--- src/rtl/mem_arbiter_pkg.sv ---
// Shared types and encodings for the instruction/data memory arbiter.
// Holds the FSM state encoding and the memory access width codes.
package mem_arbiter_pkg;

  typedef enum logic [1:0] {
    ST_IDLE  = 2'b00,
    ST_IBUSY = 2'b01,
    ST_DBUSY = 2'b10
  } state_e;

  localparam logic [1:0] WIDTH_BYTE = 2'b00;
  localparam logic [1:0] WIDTH_HALF = 2'b01;
  localparam logic [1:0] WIDTH_WORD = 2'b10;

endpackage

--- src/rtl/mem_arbiter.sv ---
// Two-port (fetch/data) arbiter onto a single memory port, one transaction in flight.
// Data wins by default; a fetch that has waited through STARVE_LIMIT data grants goes next.
module mem_arbiter
  import mem_arbiter_pkg::*;
#(
  parameter int unsigned XLEN         = 32,
  parameter int unsigned STARVE_LIMIT = 4
) (
  input  logic            clk,
  input  logic            rst,
  input  logic            imem_req,
  input  logic [XLEN-1:0] imem_addr,
  output logic [XLEN-1:0] imem_rdata,
  output logic            imem_resp,
  output logic            imem_err,
  input  logic            dmem_req,
  input  logic            dmem_cmd,
  input  logic [1:0]      dmem_width,
  input  logic [XLEN-1:0] dmem_addr,
  input  logic [XLEN-1:0] dmem_wdata,
  output logic [XLEN-1:0] dmem_rdata,
  output logic            dmem_resp,
  output logic            dmem_err,
  output logic            mem_req,
  output logic            mem_cmd,
  output logic [1:0]      mem_width,
  output logic [XLEN-1:0] mem_addr,
  output logic [XLEN-1:0] mem_wdata,
  input  logic [XLEN-1:0] mem_rdata,
  input  logic            mem_resp,
  input  logic            mem_err
);

  localparam int unsigned      CNT_W   = $clog2(STARVE_LIMIT + 1);
  localparam logic [CNT_W-1:0] CNT_MAX = CNT_W'(STARVE_LIMIT);

  state_e            state_q, state_d;
  logic              mem_req_q, mem_req_d;
  logic              mem_cmd_q, mem_cmd_d;
  logic [1:0]        mem_width_q, mem_width_d;
  logic [XLEN-1:0]   mem_addr_q, mem_addr_d;
  logic [XLEN-1:0]   mem_wdata_q, mem_wdata_d;
  logic [CNT_W-1:0]  starve_cnt_q, starve_cnt_d;
  logic              grant_imem_c;

  // Grant decision, payload capture and starvation bookkeeping.
  always_comb begin
    state_d      = state_q;
    mem_req_d    = 1'b0;
    mem_cmd_d    = mem_cmd_q;
    mem_width_d  = mem_width_q;
    mem_addr_d   = mem_addr_q;
    mem_wdata_d  = mem_wdata_q;
    starve_cnt_d = starve_cnt_q;
    grant_imem_c = imem_req & (~dmem_req | (starve_cnt_q >= CNT_MAX));

    case (state_q)
      ST_IDLE: begin
        if (imem_req | dmem_req) begin
          mem_req_d = 1'b1;
          if (grant_imem_c) begin
            state_d      = ST_IBUSY;
            mem_cmd_d    = 1'b0;
            mem_width_d  = WIDTH_WORD;
            mem_addr_d   = imem_addr;
            mem_wdata_d  = '0;
            starve_cnt_d = '0;
          end else begin
            state_d     = ST_DBUSY;
            mem_cmd_d   = dmem_cmd;
            mem_width_d = dmem_width;
            mem_addr_d  = dmem_addr;
            mem_wdata_d = dmem_wdata;
            // Only count data grants that actually made a fetch wait.
            if (imem_req && (starve_cnt_q < CNT_MAX)) begin
              starve_cnt_d = starve_cnt_q + CNT_W'(1);
            end
          end
        end
      end
      ST_IBUSY, ST_DBUSY: begin
        if (mem_resp | mem_err) begin
          state_d = ST_IDLE;
        end
      end
      default: state_d = ST_IDLE;
    endcase
  end

  always_ff @(posedge clk) begin
    if (rst) begin
      state_q      <= ST_IDLE;
      mem_req_q    <= 1'b0;
      mem_cmd_q    <= 1'b0;
      mem_width_q  <= WIDTH_BYTE;
      mem_addr_q   <= '0;
      mem_wdata_q  <= '0;
      starve_cnt_q <= '0;
    end else begin
      state_q      <= state_d;
      mem_req_q    <= mem_req_d;
      mem_cmd_q    <= mem_cmd_d;
      mem_width_q  <= mem_width_d;
      mem_addr_q   <= mem_addr_d;
      mem_wdata_q  <= mem_wdata_d;
      starve_cnt_q <= starve_cnt_d;
    end
  end

  assign mem_req   = mem_req_q;
  assign mem_cmd   = mem_cmd_q;
  assign mem_width = mem_width_q;
  assign mem_addr  = mem_addr_q;
  assign mem_wdata = mem_wdata_q;

  // Responses are steered to the owner in the same cycle; an error suppresses resp.
  assign imem_rdata = mem_rdata;
  assign dmem_rdata = mem_rdata;
  assign imem_resp  = (state_q == ST_IBUSY) & mem_resp & ~mem_err;
  assign imem_err   = (state_q == ST_IBUSY) & mem_err;
  assign dmem_resp  = (state_q == ST_DBUSY) & mem_resp & ~mem_err;
  assign dmem_err   = (state_q == ST_DBUSY) & mem_err;

endmodule

--- config.mk ---
export PLATFORM = sky130hd
export DESIGN_NAME = mem_arbiter
export DESIGN_NICKNAME = d
export VERILOG_FILES = /design/src/rtl/mem_arbiter_pkg.sv /design/src/rtl/mem_arbiter.sv
export SDC_FILE = /design/constraint.sdc
export NUM_CORES = 1
export LEC_CHECK = 0
export ABC_AREA = 0
export BUFFER_PORTS_ARGS = -buffer_cell sky130_fd_sc_hd__buf_2
export CORE_ASPECT_RATIO = 0.9
export CORE_MARGIN = 8
export CORE_UTILIZATION = 39
export DETAILED_ROUTE_END_ITERATION = 16
export PLACE_DENSITY = 0.85
export SYNTH_ARGS = -nofsm -noshare
export SYNTH_HDL_FRONTEND = slang
export SYNTH_SLANG_ARGS = --single-unit
--- constraint.sdc ---
create_clock -name clk -period 1.8 [get_ports clk]
set_clock_uncertainty 0.15 [all_clocks]
set_input_delay 0.18 -clock clk [delete_from_list [all_inputs] [get_ports clk]]
set_output_delay 0.18 -clock clk [all_outputs]
set_load 0.05 [all_outputs]
==> results of run 1 <==
routing by layer:
| layer | global-route usage (%) | share of wire [%] |
|---|---|---|
| met4 | 11.6 | 4.6 |
| met1 | 21.5 | 36 |
| met3 | 7.25 | 8.9 |
| met2 | 37.2 | 51 |
| met5 | 0 | 0 |
critical path: stages, from the launching register on:
cell and delay, ps:
dfxtp_1 360, inv_1 70, ha_1 210, and3b_1 170, buf_2 200
worst max path at each step:
stage | from | end | slack (ps) | depth (start not counted)
6_report | state_q[0] | dmem_resp | 100 | 4
2_1_floorplan | state_q[0] | state_q[1] | 260 | 5
5_1_grt | state_q[1] | mem_addr[18] | -8 | 6
3_5_place_dp | state_q[1] | mem_wdata[22] | 120 | 7
4_1_cts | state_q[0] | dmem_resp | 80 | 4
3_3_place_gp | starve_cnt_q[2] | mem_addr[2] | 160 | 4
sequential cells by signal, summed over array words and instances, names as in the netlist:
register and flops:
mem_addr 32, mem_wdata 32, starve_cnt_q 3, mem_width 2
state_q 2, mem_cmd 1, mem_req 1
cell type report:
class	instances	area [µm²]
antenna	2	5.00
clock buffer	9	124
clock inverter	7	62.6
fill	711	3410
inverter	3	11.3
multi-input combinational	201	1300
sequential	73	1460
tap	119	149
timing repair buffer	284	2010
timing repair:
| item | in CTS | in global routing |
|---|---|---|
| hold buffers | 95 | 0 |
| setup buffers | 0 | 1 |
| hold endpoints to repair | 65 | 0 |
| endpoints found under the setup margin | 0 | 31 |
| gates resized for setup | 0 | 2 |
logic make-up (layout without fill, tap and decap cells):
logic type               count (synthesis)  count (layout)  synth area share [%]
AND/OR/NAND/NOR                         87              87                  12.2
adder cells (fa/ha/maj)                  4               4                  1.47
AO/OA/AOI/OAI                          110             110                  23.9
buffers and inverters                   99             303                  19.7
other                                    0               2                     0
flip-flops                              73              73                  42.8
stage by stage:
step / power, W / setup TNS (ps) / hold WS (ps) / setup WS [ps]
6_report: 0.00459 / 0 / -8.68 / 104
5_1_grt: 0.00478 / -8.44 / 21.2 / -8.44
4_1_cts: 0.00455 / 0 / 1.20 / 84.2
3_5_place_dp: 0.00317 / 0 / 210 / 121
3_3_place_gp: 0.00314 / 0 / 210 / 156
2_1_floorplan: 0.00317 / 0 / 156 / 262
placed cells by master, fill, tap and decap left out, drive strengths merged, types with 3 or more instances in the layout:
cell type	instances
clkbuf	10
inv	6
a311oi	32
buf	188
o21ai	35
ha	4
dlygate4sd3	95
nor2	35
clkinv	3
dfxtp	73
nand3	32
a21oi	5
nand2	6
a22o	34
report_power, final:
group	internal [W]	switching, W	total [W]
sequential	0.00177	0.0000825	0.00185
combinational	0.000523	0.000983	0.00151
clock	0.000527	0.000700	0.00123
==> impl_metrics.ini, run 1 <==
[yosys]
synth_largest_area_cell = dfxtp_1
synth_edf_count = 0
ys_seq_elements = 73
synth_area_leaders = dfxtp_1 (43%), buf_4 (16%), a22o_1 (8.7%)
avgSynthCellArea_um2 = 9.15
async_flop_share_pct = 0
synth_commonest_cells = dfxtp_1 (73), buf_4 (71), o21ai_0 (35)
ys.flop_type = dfxtp_1
syn_nets = 514
synth_cells = 373
synth.cell_area_um2 = 3410
synth.most_common_cell = dfxtp_1
yosysWarnings = 0
synth.top_cell.area_share_pct = 42.8
yosysSeqAreaShare_pct = 42.8
yosysUniqueCellTypes = 28

[detailed_routing]
dr.pass1.iters = 5
drtIter0Drc = 346
totalWireLength_mm = 13.5
wl_per_cell_um = 19.3
viasPerCell = 5.34
final_antenna_net_count = 0
vias = 3725
drc_errors = 0

[grt]
track_usage_pct = 21.1
grt_pass1_wl_mm = 20.0
grt_overflow_total = 0
first_global_vias = 3717
antenna_found_initial = 2
grt_max_degree = 64

[timing]
min_period_over_period_pct = 94.2
rsz0062_at_grt = true
finalHoldViolCount = 1
max_clock_freq_mhz = 590
fin_crit_ps = 1700
tightestPinTransition_ps = 385
max-slew-margin-rel_pct = 74.3
finalMaxSlewViolations = 0
timing.hold.ws_ps = -8.68
setup_violations = 0

[place]
placed_area_um2 = 3940
dp.cells = 583
gp_congestion = 0.769
port_buffers = 176
dp_hpwl_mm = 7.97

[die]
rows = 32
fp.coreArea_um2 = 8530
io_pins = 273
die_width_um = 115
start_util_pct = 40.0
die-height_um = 105
die_area_um2 = 12000

[worst_hold_path]
hold_end = mem_addr[4]
min_path_type = input pin to register
min_delay_path_depth = 3
worstHoldStart = dmem_addr[4]

[outcome]
violations = hold timing
outcome = complete, but fails checks

[layout]
final_area_um2 = 5120
fin_cells = 698
nets = 713
area_growth_pct = 50.0
drive_gt1_share_pct = 36.7
fin_util_pct = 60.1

[clocking]
cts_sinks = 73
cts_buffers = 9
clock_latency_ps = 350
clkTransAtPathRegs_ps = 90
clock_path_buffers = 2
cts.htree.levels = 3
tritoncts = built
root_buffer = clkbuf_8

[setup_path]
reg2regPathDepth = 7
crit_type = register to primary output
r2r-end = mem_cmd
cp.arrival_ps = 1370
worst-path-max-fanout = 3
r2r_slack_ps = 110
startpoint_type = register
timing.rr.start = state_q[0]
end_kind = primary output
crit_required_ps = 1470

[power_and_ir_drop]
vdd_drop_max_mv = 0.454
p_leak_nw = 2.37
power_density_nw_per_um2 = 895

[job]
cap_violations = 0
(Power assumes the default switching activity.)
==> run 2, diff against run 1 <==
- ABC_AREA: 0 -> 1
- CORE_UTILIZATION: 39 -> 41
- PLACE_DENSITY: 0.85 -> 0.86
==> impl_metrics.ini, run 2 <==
[die]
io_pins = 273
die_area_um2 = 12500
die-height_um = 107
die_width_um = 117
fp.coreArea_um2 = 9000
rows = 33
start_util_pct = 41.8

[grt]
antenna_found_initial = 0
grt_pass1_wl_mm = 17.6
first_global_vias = 3734
grt_overflow_total = 0
track_usage_pct = 17.5
grt_max_degree = 64

[setup_path]
crit_type = register to register
worstSetupEndpoint = mem_wdata[10]
startpoint_type = register
crit_required_ps = 1900
startpoint = state_q[0]
r2r-end = mem_wdata[10]
end_kind = register
worst-path-max-fanout = 37
timing.rr.start = state_q[0]
cp.arrival_ps = 1790
reg2regPathDepth = 7
r2r_slack_ps = 110

[clocking]
clock_latency_ps = 330
cts_sinks = 73
clock_path_buffers = 2
cts.htree.levels = 3
cts_buffers = 9
cts_setup_buffers = 0
tritoncts = built
clkTransAtPathRegs_ps = 80
root_buffer = clkbuf_8

[yosys]
synth.most_common_cell = nor2_1
avgSynthCellArea_um2 = 6.87
ys.flop_type = dfxtp_1
yosysUniqueCellTypes = 19
syn_nets = 688
yosysSeqAreaShare_pct = 38.9
synth_commonest_cells = nor2_1 (104), nand2_1 (81), dfxtp_1 (73)
async_flop_share_pct = 0
synth_edf_count = 0
ys_seq_elements = 73
synth_largest_area_cell = dfxtp_1
synth.cell_area_um2 = 3760
synth_area_leaders = dfxtp_1 (39%), buf_4 (14%), nor2_1 (10%)
synth_cells = 547
yosysWarnings = 0
synth.top_cell.area_share_pct = 38.9

[power_and_ir_drop]
p_leak_nw = 2.52
total_power_w = 0.00525
p_seq_share_pct = 36.0
vdd_drop_max_mv = 0.627
swShare_pct = 37.1
pwr-share-clk_pct = 30.2
combPwrFrac_pct = 33.8
power_density_nw_per_um2 = 1070
p_int_w = 0.00330
p_sw_w = 0.00195

[timing]
tightestPinTransition_ps = 523
setup_violations = 0
max-slew-margin-rel_pct = 65.1
min_period_over_period_pct = 93.7
timing.hold.ws_ps = 21.2
finalMaxSlewViolations = 0
setup_tns_ps = 0
max_clock_freq_mhz = 593
fin_crit_ps = 1690
rsz0062_at_grt = false
finalHoldViolCount = 0

[job]
cap_violations = 0

[outcome]
outcome = completed

[layout]
mostFrequentLayoutCell = buf_2
regArea_um2 = 1460
area_growth_pct = 30.6
nets = 824
final_area_um2 = 4910
drive_gt1_share_pct = 30.2
fin_cells = 810
n_fill_cell = 908
diodes = 0
final_cell_mix = buf_2 (175), nor2_1 (104), nand2_1 (81)
multiInputGateArea_um2 = 1500

[detailed_routing]
wl_per_cell_um = 14.3
vias = 3811
dr.pass1.iters = 4
drtIter0Drc = 168
totalWireLength_mm = 11.6
drc_errors = 0
final_antenna_net_count = 0
viasPerCell = 4.70

[place]
gp_congestion = 0.807
dp.cells = 756
port_buffers = 176
dp_hpwl_mm = 7.64
placed_area_um2 = 4260

[worst_hold_path]
min_path_type = input pin to register
-- run 2: cell count changes after synthesis, sizes merged, moves of 3 or more --
| cell | before | now |
|---|---|---|
| a22o | 34 | 0 |
| a21oi | 5 | 38 |
| a311oi | 32 | 0 |
| nand3 | 32 | 68 |
| clkbuf | 7 | 12 |
| inv | 3 | 41 |
| nor2 | 35 | 105 |
| nand2 | 6 | 82 |
| buf | 89 | 86 |
-- run 2: how the worst min path moves through the flow --
stage                        startpoint  depth (start not counted)  slack (ps)             to
after detailed placement   mem_rdata[8]                          0         210  dmem_rdata[8]
after global routing       dmem_addr[6]                          5           4    mem_addr[6]
after CTS                  dmem_addr[6]                          5         0.4    mem_addr[6]
after floorplan           dmem_width[1]                          2         160   mem_width[1]
after global placement     mem_rdata[8]                          0         210  dmem_rdata[8]
final                     imem_addr[14]                          5          20   mem_addr[14]
-- run 2: cells by family after synthesis --
| logic type | synth area share (%) |
|---|---|
| fa+ha+maj | 1.33 |
| flops | 38.9 |
| simple gates | 28.3 |
| buf+inv | 21.4 |
| compound gates | 9.82 |
| xor+xnor | 0.233 |
-- run 2: critical path, cell delays in order, from the launching register on --
cell	delay [ps]
dfxtp_1	320
inv_1	90
ha_2	240
inv_2	60
nor2_4	210
buf_12	220
nand3_1	110
a21oi_1	180
-- run 2: through the flow --
step	utilization [%]	setup WS (ps)
final	54.6	113
after global routing	54.6	9.87
after CTS	54.2	86.5
after detailed placement	47.3	112
after global placement	47.3	168
after floorplan	-	247
-- run 2: final cells by class --
class,instances,area share (%)
inverters,41,3.13
clock inverters,6,2.32
flip-flops and latches,73,29.8
repair buffers,223,28.4
multi-input cells,335,30.4
well taps,122,3.11
clock buffers,10,2.80
-- run 2: timing repair --
item / in CTS / in global routing
hold endpoints to repair: 37 / 0
endpoints found under the setup margin: 0 / 27
hold buffers: 37 / 0
gates resized for setup: 0 / 2
-- run 2: metal layers --
metal	global-route usage [%]	wire, µm
met3	7.75	1140
met5	0	0
met1	18.3	4590
met2	30.4	5580
met4	6.48	277
-- run 2: power by group through the flow --
| stage | clock network, W | logic, W | registers [W] |
|---|---|---|---|
| floorplan | 0 | 0.000980 | 0.00255 |
| global placement | 0 | 0.00166 | 0.00192 |
| detailed placement | 0 | 0.00168 | 0.00192 |
| CTS | 0.00164 | 0.00174 | 0.00189 |
| global route | 0.00171 | 0.00191 | 0.00191 |
| finish | 0.00159 | 0.00177 | 0.00189 |
==> run 3, diff against run 2 <==
--- a/config.mk
+++ b/config.mk
@@ -12,5 +12,7 @@
 export CORE_UTILIZATION = 41
 export DETAILED_ROUTE_END_ITERATION = 16
+export MAX_ROUTING_LAYER = met4
 export PLACE_DENSITY = 0.86
+export REMOVE_ABC_BUFFERS = 1
 export SYNTH_ARGS = -nofsm -noshare
 export SYNTH_HDL_FRONTEND = slang
--- a/constraint.sdc
+++ b/constraint.sdc
@@ -3,3 +3,3 @@
 set_input_delay 0.18 -clock clk [delete_from_list [all_inputs] [get_ports clk]]
 set_output_delay 0.18 -clock clk [all_outputs]
-set_load 0.05 [all_outputs]
+set_load 0.01 [all_outputs]
==> impl_metrics.ini, run 3 (synthesized netlist as in run 2, its figures left out) <==
[setup_path]
timing.rr.start = state_q[0]
startpoint = state_q[0]
end_kind = register
crit_type = register to register
path_common_cell = nor2_1
path_buf_inv = 4
worst-path-max-fanout = 18
crit_path_max_incr_delay_ps = 330
path_cells = inv_1 > ha_2 > inv_2 > nor2_4 > buf_12 > clkbuf_16 > nand2_1 > nor2_1 > nor2_1
cp_top_family = buffers and inverters
slowest_stage = dfxtp_1
startpoint_type = register
cp.arrival_ps = 1720
crit_required_ps = 1870

[detailed_routing]
totalWireLength_mm = 15.7
dr.pass1.iters = 5
wl_per_cell_um = 19.2
vias = 4028
drc_errors = 0
viasPerCell = 4.93
final_antenna_net_count = 0
drtIter0Drc = 254

[clocking]
cts_sinks = 73
tritoncts = built
cts_buffers = 9
cts.htree.levels = 3
clock_latency_ps = 340
clkTransAtPathRegs_ps = 80
clock_path_buffers = 2
root_buffer = clkbuf_8

[timing]
timing.hold.ws_ps = 20.7
max-slew-margin-rel_pct = 72.8
finalMaxSlewViolations = 0
min_period_over_period_pct = 91.5
fin_crit_ps = 1650
tightestPinTransition_ps = 407
setup_violations = 0
rsz0062_at_grt = false
max_clock_freq_mhz = 607
layout_setup_ws_ps = 154
finalHoldViolCount = 0

[power_and_ir_drop]
power_density_nw_per_um2 = 893
vdd_drop_max_mv = 0.429
p_sw_w = 0.00141
swShare_pct = 31.9
p_seq_share_pct = 42.8
p_int_w = 0.00301
combPwrFrac_pct = 29.5
pwr-share-clk_pct = 27.7
p_leak_nw = 2.55

[die]
die_area_um2 = 12500
io_pins = 273
die_width_um = 117
die-height_um = 107
fp.coreArea_um2 = 9000
start_util_pct = 41.8
rows = 33

[grt]
grt_max_degree = 73
first_global_vias = 3881
antenna_found_initial = 0
grt_overflow_total = 0
grt_pass1_wl_mm = 22.1
track_usage_pct = 24.3

[layout]
final_cell_mix = buf_2 (176), nor2_1 (104), nand2_1 (81)
area_growth_pct = 31.5
mostFrequentLayoutCell = buf_2
n_fill_cell = 914
diodes = 0
drive_gt1_share_pct = 30.4
nets = 832

[place]
dp_hpwl_mm = 11.2
gp_congestion = 0.910
port_buffers = 176
dp_slack_ps = 103

[job]
cap_violations = 0

[outcome]
outcome = completed

[worst_hold_path]
worstHoldStart = dmem_addr[19]
min_path_type = input pin to register
## run 3: cell count changes in the layout (fill, tap and decap cells not counted), sizes merged
| cell | delta |
|---|---|
| dlygate4sd3 | +4 |
| buf | +4 |
| clkinv | +3 |
| clkbuf | -1 |
| inv | -1 |
| bufinv | -2 |
## run 3: path summary, 6_finish.rpt
kind | endpoint | slack (ps) | cells past startpoint
setup reg to reg | mem_addr[23] | 150 | 9
hold / removal | mem_addr[19] | 20 | 5
setup / recovery | mem_addr[23] | 150 | 9
hold reg to reg | mem_width[0] | 310 | 2
## run 3: per-layer routing
layer | GRT usage [%] | up-vias | routed length [µm]
met3 | 18.5 | 29 | 2560
li1 | - | 1949 | -
met5 | - | - | 0
met1 | 23.7 | 1796 | 5550
met2 | 35.6 | 254 | 7010
met4 | 10.3 | 0 | 531
## run 3: metrics by stage
step | util, % | total power (W) | setup TNS [ps] | instances | area (µm²)
global placement | 47.3 | 0.00302 | 0 | 757 | 4250
finish | 54.9 | 0.00442 | 0 | 817 | 4940
floorplan | - | 0.00251 | -30590 | 449 | 3110
global route | 54.9 | 0.00470 | 0 | 817 | 4940
CTS | 53.9 | 0.00434 | 0 | 813 | 4850
detailed placement | 47.3 | 0.00303 | 0 | 757 | 4250
## run 3: repair_timing
item | CTS | global route
hold buffers | 41 | 0
hold endpoints to repair | 39 | 0
resized for setup | 0 | 4
endpoints found under the setup margin | 0 | 56
setup buffers | 0 | 1
## run 3: worst min-delay path, cell delays in order
cell and delay (ps):
buf_2 90, inv_1 40, nor2_1 30, nor2_1 80
nor2_1 40
## run 3: layout make-up
| type | instances | area, µm² | area share [%] |
|---|---|---|---|
| clock buffers | 9 | 124 | 2.51 |
| clock inverters | 6 | 60.1 | 1.21 |
| inverters | 41 | 154 | 3.11 |
| multi-input cells | 335 | 1500 | 30.2 |
| flip-flops and latches | 73 | 1460 | 29.6 |
| well taps | 122 | 153 | 3.09 |
| repair buffers | 231 | 1500 | 30.3 |
## run 3: power by group through the flow
stage / clock (W) / combinational (W) / sequential [W]
2_1_floorplan: 0 / 0.000504 / 0.00201
3_3_place_gp: 0 / 0.00110 / 0.00192
3_5_place_dp: 0 / 0.00111 / 0.00192
4_1_cts: 0.00126 / 0.00118 / 0.00189
5_1_grt: 0.00135 / 0.00144 / 0.00191
6_report: 0.00122 / 0.00130 / 0.00189
